File: src/rtl/qam_pkg.sv
// Shared QAM definitions: mode encodings, bits-per-symbol helper and word width.
package qam_pkg;

  localparam int unsigned WORD_W = 32;

  typedef enum logic [2:0] {
    QAM_2  = 3'd0,
    QAM_4  = 3'd1,
    QAM_16 = 3'd2
  } qam_mode_e;

  typedef enum logic {
    OUT_IDLE,
    OUT_HOLD
  } out_state_e;

  // Zero marks an illegal mode.
  function automatic logic [2:0] bps(input logic [2:0] mode);
    case (mode)
      QAM_2:   return 3'd1;
      QAM_4:   return 3'd2;
      QAM_16:  return 3'd4;
      default: return 3'd0;
    endcase
  endfunction

endpackage

File: src/rtl/qam_demod_if.sv
// Symbol-in / word-out handshake bundle of the QAM demodulator.
interface qam_demod_if;
  logic [2:0]  qam;
  logic [31:0] sym_in;
  logic        sym_valid;
  logic        sym_ready;
  logic        sync;
  logic [31:0] word_out;
  logic        word_valid;
  logic        word_ready;
  logic        error;

  modport master (
    output qam, sym_in, sym_valid, sync, word_ready,
    input  sym_ready, word_out, word_valid, error
  );

  modport slave (
    input  qam, sym_in, sym_valid, sync, word_ready,
    output sym_ready, word_out, word_valid, error
  );
endinterface

File: src/rtl/qam_slicer.sv
// Hard-decision slicer: maps one {I,Q} symbol to 1/2/4 bits; unused upper bits are zero.
module qam_slicer
  import qam_pkg::*;
#(
  parameter int unsigned        W      = 16,
  parameter logic signed [15:0] THRESH = 16'sd8192
) (
  input  logic [2*W-1:0] sym_in,
  input  logic [2:0]     mode,
  output logic [3:0]     bits
);

  // Magnitude in W+1 bits so the most negative input does not wrap.
  function automatic logic [W:0] mag(input logic [W-1:0] x);
    logic [W:0] e;
    e = {x[W-1], x};
    return e[W] ? ('0 - e) : e;
  endfunction

  logic [W-1:0] i_c, q_c;
  logic         s_i, s_q, in_i, in_q;
  logic [W:0]   thr;

  assign i_c  = sym_in[2*W-1:W];
  assign q_c  = sym_in[W-1:0];
  assign thr  = (W+1)'($unsigned(THRESH));
  assign s_i  = ~i_c[W-1];
  assign s_q  = ~q_c[W-1];
  assign in_i = mag(i_c) < thr;
  assign in_q = mag(q_c) < thr;

  always_comb begin
    bits = '0;
    case (mode)
      QAM_2:   bits = {3'b000, s_i};
      QAM_4:   bits = {2'b00, s_q, s_i};
      QAM_16:  bits = {in_q, s_q, in_i, s_i};
      default: bits = '0;
    endcase
  end

endmodule

File: src/rtl/qam_demod_top.sv
// QAM receive packer: slices symbols and packs bits LSB-first into 32-bit words.
module qam_demod_top
  import qam_pkg::*;
#(
  parameter logic signed [15:0] THRESH = 16'sd8192,
  parameter int unsigned        W      = 16
) (
  input  logic        clk,
  input  logic        rst,
  qam_demod_if.slave  bus
);

  logic [5:0]        bit_cnt;
  logic [WORD_W-1:0] acc;
  logic [WORD_W-1:0] word_q;
  logic [2:0]        mode_lat;
  logic              error_q;
  out_state_e        state, state_nx;

  logic              start, completes, sym_acc, word_acc, word_valid;
  logic [2:0]        eff_mode, eff_bps;
  logic [5:0]        base;
  logic [6:0]        nxt_sum;
  logic [3:0]        bits;
  logic [WORD_W-1:0] merged;

  qam_slicer #(.W(W), .THRESH(THRESH)) u_slicer (
    .sym_in (bus.sym_in),
    .mode   (eff_mode),
    .bits   (bits)
  );

  // A word boundary or sync both restart packing at bit 0 with a fresh mode sample.
  assign start     = (bit_cnt == '0) || bus.sync;
  assign eff_mode  = start ? bus.qam : mode_lat;
  assign eff_bps   = bps(eff_mode);
  assign base      = start ? '0 : bit_cnt;
  assign nxt_sum   = {1'b0, base} + 7'(eff_bps);
  assign completes = (eff_bps != '0) && (nxt_sum == 7'(WORD_W));
  assign merged    = (start ? '0 : acc) | (WORD_W'(bits) << base);

  assign word_valid    = (state == OUT_HOLD);
  assign bus.sym_ready = ~(word_valid & ~bus.word_ready & completes);
  assign sym_acc       = bus.sym_valid & bus.sym_ready;
  assign word_acc      = word_valid & bus.word_ready;

  assign bus.word_valid = word_valid;
  assign bus.word_out   = word_q;
  assign bus.error      = error_q;

  always_ff @(posedge clk or negedge rst) begin
    if (!rst) state <= OUT_IDLE;
    else      state <= state_nx;
  end

  always_comb begin
    state_nx = state;
    case (state)
      OUT_IDLE: if (sym_acc && completes) state_nx = OUT_HOLD;
      OUT_HOLD: if (word_acc && !(sym_acc && completes)) state_nx = OUT_IDLE;
      default:  state_nx = OUT_IDLE;
    endcase
  end

  always_ff @(posedge clk or negedge rst) begin
    if (!rst) begin
      bit_cnt  <= '0;
      acc      <= '0;
      word_q   <= '0;
      mode_lat <= '0;
      error_q  <= 1'b0;
    end else if (sym_acc) begin
      if (start) mode_lat <= bus.qam;
      if (eff_bps == '0) begin
        error_q <= 1'b1;
        bit_cnt <= '0;
        acc     <= '0;
      end else if (completes) begin
        word_q  <= merged;
        bit_cnt <= '0;
        acc     <= '0;
      end else begin
        acc     <= merged;
        bit_cnt <= nxt_sum[5:0];
      end
    end
  end

endmodule

File: src/flat_wrapper.sv
// flat-port wrapper written by rule: the top's interface ports become plain ports
module qam_demod_top_flat import qam_pkg::*;
#(
  parameter logic signed [15:0] THRESH = 16'sd8192,
  parameter int unsigned        W      = 16
)
  (clk, rst, bus_qam, bus_sym_in, bus_sym_valid, bus_sync, bus_word_ready, bus_sym_ready, bus_word_out, bus_word_valid, bus_error);
  qam_demod_if bus_i ();
  input  logic clk;
  input  logic rst;
  input wire logic [$bits(bus_i.qam)-1:0] bus_qam;
  input wire logic [$bits(bus_i.sym_in)-1:0] bus_sym_in;
  input wire logic [$bits(bus_i.sym_valid)-1:0] bus_sym_valid;
  input wire logic [$bits(bus_i.sync)-1:0] bus_sync;
  input wire logic [$bits(bus_i.word_ready)-1:0] bus_word_ready;
  output wire logic [$bits(bus_i.sym_ready)-1:0] bus_sym_ready;
  output wire logic [$bits(bus_i.word_out)-1:0] bus_word_out;
  output wire logic [$bits(bus_i.word_valid)-1:0] bus_word_valid;
  output wire logic [$bits(bus_i.error)-1:0] bus_error;
  assign bus_i.qam = bus_qam;
  assign bus_i.sym_in = bus_sym_in;
  assign bus_i.sym_valid = bus_sym_valid;
  assign bus_i.sync = bus_sync;
  assign bus_i.word_ready = bus_word_ready;
  assign bus_sym_ready = bus_i.sym_ready;
  assign bus_word_out = bus_i.word_out;
  assign bus_word_valid = bus_i.word_valid;
  assign bus_error = bus_i.error;
  qam_demod_top #(.THRESH(THRESH), .W(W)) u_core (.clk(clk), .rst(rst), .bus(bus_i));
endmodule
File: config.mk
export PLATFORM = sky130hd
export DESIGN_NAME = qam_demod_top_flat
export DESIGN_NICKNAME = d
export VERILOG_FILES = /design/src/rtl/qam_pkg.sv /design/src/rtl/qam_demod_if.sv /design/src/rtl/qam_slicer.sv /design/src/rtl/qam_demod_top.sv /design/src/flat_wrapper.sv
export SDC_FILE = /design/constraint.sdc
export NUM_CORES = 1
export LEC_CHECK = 0
export ABC_AREA = 1
export BUFFER_PORTS_ARGS = -buffer_cell sky130_fd_sc_hd__buf_2
export CAP_MARGIN = 25
export CORE_ASPECT_RATIO = 1.4
export CORE_MARGIN = 1
export CORE_UTILIZATION = 47
export CTS_CLUSTER_DIAMETER = 80
export DETAILED_ROUTE_END_ITERATION = 12
export GPL_ROUTABILITY_DRIVEN = 0
export PLACE_DENSITY_LB_ADDON = 0.25
export SYNTH_ARGS = -nofsm -noshare
export SYNTH_HDL_FRONTEND = slang
export SYNTH_SLANG_ARGS = --single-unit
File: constraint.sdc
create_clock -name clk -period 3.2 [get_ports clk]
set_input_delay 0.64 -clock clk [delete_from_list [all_inputs] [get_ports clk]]
set_output_delay 0.64 -clock clk [all_outputs]
set_load 0.01 [all_outputs]
==> flow_summary_export.csv, run 1 <==
group,metric,value,unit
outcome,outcome,"finished with violations",
outcome,violations,"setup timing",
critical_path,cp_slowest_cell,"dfrtp_1",
synth,ys_types,33,
synth,synthArstFlopShare,100,%
timing,finClkSkew,0.00429,ns
synth,synth_edf_count,0,
timing,relSlewSlack,44.9,%
die,placementRows,40,
critical_path,reg2reg_to,"u_core.acc[16]$_DFFE_PN0N_",
global_route,grt_first_pass_wirelength,17800,um
timing,hold_slack,0.372,ns
job,cap_viol_max_count,0,
clock_network,clkSlewWorstSetupHoldPaths,0.06,ns
clock_network,cts_buffers,9,
timing,hold_viol,0,
die,num_io_pins,75,
global_route,grtUsageTotal,25.6,%
global_route,antenna_found_initial,0,
power_and_ir_drop,powerDensity,430,mW/mm2
synth,synthXorXnorAreaFrac,0.424,%
detailed_routing,drt-total-wl,12800,um
clock_network,hold_buffers,0,
clock_network,clock_latency,0.34,ns
synth,synth-simple-area-share,41.7,%
critical_path,critPathMaxFanout,4,
clock_network,clockRootBuffer,"clkbuf_16",
synth,synth_compound_area_share,4.30,%
power_and_ir_drop,peakVddDrop,0.000375,V
synth,yosysTopAreaCellShare,45.4,%
critical_path,crit_top_cell,"nand2_2",
hold_path,hp-class,"input pin to asynchronous set/reset pin",
final_layout,nFillCells,719,
final_layout,finalNetCount,746,
critical_path,critPathLaunchType,"flop",
die,fp.dieH,113,um
critical_path,end_kind,"output port",
global_route,busiest_layer,"met2",
synth,synth_nets,628,
synth,synth_area,0.00414,mm2
place,port_buffers,74,
timing,rsz0062_at_grt,"true",
power_and_ir_drop,total_power,2.42,mW
critical_path,cpPeakStageDelay,0.40,ns
timing,period_needed,3.74,ns
timing,fin_tns_setup,-27.38,ns
timing,setup_ws,-0.545,ns
global_route,grt_overflow,0,
power_and_ir_drop,power_leakage,3.19,nW
final_layout,layout-area-overhead-vs-synth,35.9,%
critical_path,worstPathCellList,"nor2_2 -> nand3_2 -> nand2_4 -> nand2_2 -> nand2_2 -> nand2_2 -> nor2_2 -> ha_2 -> inv_2 -> fa_2 -> nor2_1 -> inv_1 -> a21oi_2 -> xor2_1 -> nand3_2 -> nor2_4 -> nand3_4 -> buf_6",
final_layout,layout.cells.non_filler,812,
die,dieWidth,81.3,um
global_route,met3_usage,4.76,%
detailed_routing,drc,0,
timing,tightestPinTransition,0.823,ns
synth,synth_common_cells,"nand2_1, dfrtp_1, inv_1",
synth,syn_inst,584,
clock_network,htree_levels,3,
synth,synth.area.mux_share,0,%
critical_path,path_class,"flop to output port",
critical_path,r2r_cells,26,
critical_path,critPathRequiredTime,2.56,ns
clock_network,cts_sinks,75,
detailed_routing,first_iter_violations,353,
critical_path,cp.arrival,3.10,ns
die,initial_core_util,48.3,%
place,place_inst,776,
synth,synth_top_area_cell,"dfrtp_1",
clock_network,clock_tree.buffer_depth,2,
global_route,grt_pass1_vias,3877,
timing,finalCritPeriodShare,117,%
detailed_routing,first_pass_iters,7,
synth,ys_ff_latch,75,
detailed_routing,via_count,4405,
global_route,met2_usage,41.7,%
clock_network,cts_tree,"done",
global_route,grt_max_degree,45,
synth,synth_fa_ha_area_share,1.39,%
final_layout,final_layout_size_suffix_gt1_share,28.9,%
detailed_routing,avgViaCountPerCell,5.42,
synth,synth_flop_cell,"dfrtp_1",
place,hpwl,7680,um
synth,synth_top_family_by_area,"simple AND/OR/NAND/NOR gates",
synth,syn_area_per_cell,7.08,um2
detailed_routing,antenna_left,0,
die,core_area,0.00856,mm2
synth,synth_most_common_cell,"nand2_1",
place,dp_slack,-0.248,ns
timing,fmax,267,MHz
synth,yosys-top-cells-area,"dfrtp_1, nand2_1, nand4_1",
critical_path,ff2ff_setup_slack,-0.43,ns
detailed_routing,drt-wirelength-per-cell,15.8,um
global_route,met1_usage,31.4,%
timing,final_max_slew_viol_count,0,
synth,yosys_warnings,0,
synth,synth_seq_area_share,45.4,%
timing,setup_viol,76,
critical_path,timing.rr.start,"u_core.bit_cnt[5]$_DFFE_PN0N_",
final_layout,antenna_cells,0,
die,dieArea,0.00918,mm2
metrics by stage:
step | area (um2) | util [%]
global route | 5620 | 65.7
floorplan | 4160 | -
CTS | 5230 | 61.1
detailed placement | 4860 | 56.8
global placement | 4860 | 56.8
finish | 5620 | 65.7
sequential cells by signal, indices dropped and copies added (netlist names):
name                   cells
u_core.bus.error           1
u_core.bit_cnt             6
u_core.mode_lat            3
u_core.bus.word_out       32
u_core.bus.word_valid      1
u_core.acc                32
worst max-delay path by stage:
stage / slack [ns] / from / to
after floorplan: -0.10 / u_core.bit_cnt[3]$_DFFE_PN0N_ / bus_sym_ready
after CTS: -0.43 / u_core.bit_cnt[3]$_DFFE_PN0N_ / bus_sym_ready
after global routing: -0.69 / u_core.bit_cnt[2]$_DFFE_PN0N_ / bus_sym_ready
after detailed placement: -0.25 / bus_sync / bus_sym_ready
after global placement: -0.22 / bus_sync / bus_sym_ready
final: -0.54 / u_core.bit_cnt[5]$_DFFE_PN0N_ / bus_sym_ready
power by group:
group	leakage, nW	internal, mW	switching (mW)	total [mW]
clock network	0.157	0.705	0.390	1.09
registers	1.04	0.962	0.00813	0.970
logic	2.00	0.128	0.223	0.351
total	3.19	1.79	0.621	2.42
cell usage in the layout (no fill, tap or decap), types with 3 or more instances in the layout:
cell type  instances
o21ai_1            8
nor2_4             3
buf_12             4
buf_6             12
o22ai_2            4
nand3_1           21
dfrtp_1           75
o21ai_0            5
inv_8              4
nand4_1           27
clkbuf_16         13
nand2_2           20
nand3_4            3
nor2_1            22
inv_2              5
nor3_1             5
nor2_2             6
buf_2             73
nand3_2            3
buf_4             33
inv_1             32
nand2_1          297
worst max-delay path: cells and delay by family (launching register included):
kind	cells	cell delay [ns]
AO/OA/AOI/OAI	1	0.17
XOR/XNOR	1	0.27
adder cells (fa/ha/maj)	2	0.52
buffers and inverters	3	0.24
flip-flops	1	0.40
AND/OR/NAND/NOR	11	1.15
layout make-up:
class | count | area [um2] | share of cell area [%]
inverters | 42 | 189 | 3.36
repair buffers | 127 | 956 | 17.0
clock buffers | 12 | 246 | 4.39
clock inverters | 4 | 73.8 | 1.31
flip-flops and latches | 75 | 1880 | 33.4
multi-input cells | 444 | 2110 | 37.5
repair inverters | 3 | 38.8 | 0.690
well taps | 105 | 131 | 2.34
what timing repair did:
action,CTS,global route
setup buffers,1,10
endpoints found under the setup margin,47,75
resized for setup,4,53
pin swaps,6,6
gates cloned,1,9
cells by family (layout without fill, tap and decap cells):
logic type                 count (synthesis)  after routing
and+or+nand+nor                          413            413
DFF                                       75             75
buffers and inverters                     65            188
AOI/OAI and AO/OA                         25             25
adders and majority gates                  4              4
xor gates and xnor gates                   2              2
per-layer routing:
metal | share of wire (%) | vias to the layer above
li1 | - | 2068
met2 | 51 | 224
met3 | 6.2 | 52
met1 | 39 | 2061
met5 | 0 | -
met4 | 4.4 | 0
(Power assumes the default switching activity.)
==> run 2, diff against run 1 <==
--- a/config.mk
+++ b/config.mk
@@ -8,2 +8,3 @@
 export ABC_AREA = 1
+export ABC_CLOCK_PERIOD_IN_PS = 3200
 export BUFFER_PORTS_ARGS = -buffer_cell sky130_fd_sc_hd__buf_2
==> constraint.sdc (replaced) <==
create_clock -name clk -period 3.2 [get_ports clk]
set_input_delay 0.32 -clock clk [delete_from_list [all_inputs] [get_ports clk]]
set_output_delay 0.32 -clock clk [all_outputs]
set_load 0.01 [all_outputs]
==> flow_summary_export.csv, run 2 (synthesis results as in run 1) <==
group,metric,value,unit
outcome,outcome,"finished with violations",
outcome,violations,"setup timing",
power_and_ir_drop,peakVddDrop,0.000294,V
global_route,grtUsageTotal,28.8,%
detailed_routing,drt-wirelength-per-cell,16.9,um
detailed_routing,drt-total-wl,13600,um
critical_path,cp.arrival,3.05,ns
global_route,grt_first_pass_wirelength,19700,um
critical_path,path_class,"flop to output port",
final_layout,mostFrequentLayoutCell,"nand2_1",
hold_path,min_from,"bus_sym_valid",
die,num_io_pins,75,
detailed_routing,first_pass_iters,7,
detailed_routing,wl_met3,1060,um
final_layout,layout-area-overhead-vs-synth,34.9,%
detailed_routing,wl_met2,6620,um
detailed_routing,first_iter_violations,426,
die,fp.dieH,113,um
global_route,grt_pass1_vias,4223,
timing,finalCritPeriodShare,105,%
timing,setup_viol,73,
clock_network,htree_levels,3,
critical_path,critPathMaxFanout,4,
timing,finClkSkew,0.00721,ns
timing,rsz0062_at_grt,"true",
clock_network,cts_buffers,9,
timing,relSlewSlack,43.1,%
critical_path,critPathLaunchType,"flop",
power_and_ir_drop,powerDensity,410,mW/mm2
global_route,grt_overflow,0,
final_layout,finalNetCount,740,
clock_network,clockRootBuffer,"clkbuf_16",
timing,fmax,297,MHz
die,placementRows,40,
global_route,antenna_found_initial,0,
timing,final_max_slew_viol_count,0,
power_and_ir_drop,total_power,2.29,mW
timing,tightestPinTransition,0.851,ns
clock_network,clock_latency,0.34,ns
clock_network,clock_tree.buffer_depth,2,
critical_path,timing.rr.start,"u_core.bit_cnt[0]$_DFFE_PN0N_",
place,port_buffers,74,
die,dieWidth,81.3,um
timing,fin_tns_setup,-7.64,ns
critical_path,crit_start,"u_core.bit_cnt[0]$_DFFE_PN0N_",
die,core_area,0.00856,mm2
detailed_routing,avgViaCountPerCell,5.57,
job,cap_viol_max_count,0,
final_layout,antenna_cells,0,
hold_path,hp-class,"input pin to flop",
critical_path,end_kind,"output port",
final_layout,final_cell_mix,"nand2_1, dfrtp_1, buf_2",
clock_network,clkSlewWorstSetupHoldPaths,0.06,ns
detailed_routing,via_count,4488,
final_layout,final_layout_size_suffix_gt1_share,28.1,%
place,hpwl,7590,um
detailed_routing,antenna_left,0,
clock_network,cts_sinks,75,
critical_path,critPathRequiredTime,2.88,ns
timing,hold_viol,0,
global_route,grt_max_degree,62,
clock_network,cts_tree,"done",
timing,period_needed,3.37,ns
timing,setup_ws,-0.169,ns
die,dieArea,0.00918,mm2
die,initial_core_util,48.3,%
detailed_routing,top_layer,"met4",
detailed_routing,drc,0,
detailed_routing,drt-met1-wl,5050,um
power_and_ir_drop,power_leakage,3.16,nW
[run 2: cell count changes in the layout (fill, tap and decap cells not counted), moves of 2 or more]
cell / before / now
buf_4: 33 / 31
buf_16: 1 / 4
o21ai_0: 5 / 9
nor2_1: 22 / 20
nand2_1: 297 / 299
buf_6: 12 / 4
inv_8: 4 / 1
o21ai_1: 8 / 3
nand2_2: 20 / 18
bufinv_16: 2 / 0
[run 2: metrics by stage]
step	setup slack, ns	cells	area, um2	util [%]	hold slack (ns)
global route	-0.348	806	5580	65.2	0.371
CTS	-0.165	794	5310	62.0	0.348
floorplan	0.0413	584	4140	-	0.0244
detailed placement	-0.152	761	4710	55.1	0.246
global placement	-0.0184	761	4710	55.1	0.222
finish	-0.169	806	5580	65.2	0.352
[run 2: final cells by class]
class	count	area (um2)
flip-flops and latches	75	1880
clock inverters	2	10.0
well taps	105	131
repair buffers	122	971
clock buffers	14	264
repair inverters	2	20.0
multi-input cells	444	2130
inverters	42	178
fillers	710	2980
[run 2: layer usage]
metal | up-vias | global-route usage (%)
li1 | 2054 | -
met5 | - | 0
met2 | 254 | 47.4
met1 | 2107 | 32.4
met4 | 0 | 20.6
met3 | 73 | 5.81
[run 2: worst max-delay path, stage by stage (launching register included)]
cell and delay (ns):
dfrtp_1 0.39, nor2_2 0.12, nand3_2 0.13, buf_4 0.17
nand3_2 0.08, nand2_2 0.06, buf_4 0.16, nor2_4 0.12
inv_2 0.05, fa_2 0.36, nor2_1 0.12, inv_1 0.08
a21oi_2 0.18, xor2_1 0.22, nand3_2 0.13, nor2_4 0.12
nand3_2 0.08, buf_6 0.13
[run 2: path summary, 6_finish.rpt]
kind / depth (start not counted) / slack (ns) / to
setup / recovery: 17 / -0.17 / bus_sym_ready
min in group asynchronous: 2 / 0.42 / u_core.bus.word_out[3]$_DFFE_PN0P_
setup reg to reg: 21 / -0.16 / u_core.bus.word_out[30]$_DFFE_PN0P_
max in group asynchronous: 3 / 1.66 / u_core.acc[10]$_DFFE_PN0N_
hold / removal: 3 / 0.35 / u_core.bit_cnt[5]$_DFFE_PN0N_
hold reg to reg: 2 / 0.47 / u_core.bus.word_out[17]$_DFFE_PN0P_
[run 2: repair_timing]
action,4_1_cts,5_1_grt
hold endpoints to repair,14,0
hold buffers,1,0
gates cloned,5,6
setup buffers,11,7
setup endpoints to repair,75,75
pin swaps,12,10
gates resized for setup,21,31
[run 2: report_power, final]
| group | switching [mW] | total [mW] | internal (mW) |
|---|---|---|---|
| Clock | 0.383 | 0.948 | 0.565 |
| Combinational | 0.231 | 0.368 | 0.137 |
| Sequential | 0.00853 | 0.971 | 0.963 |
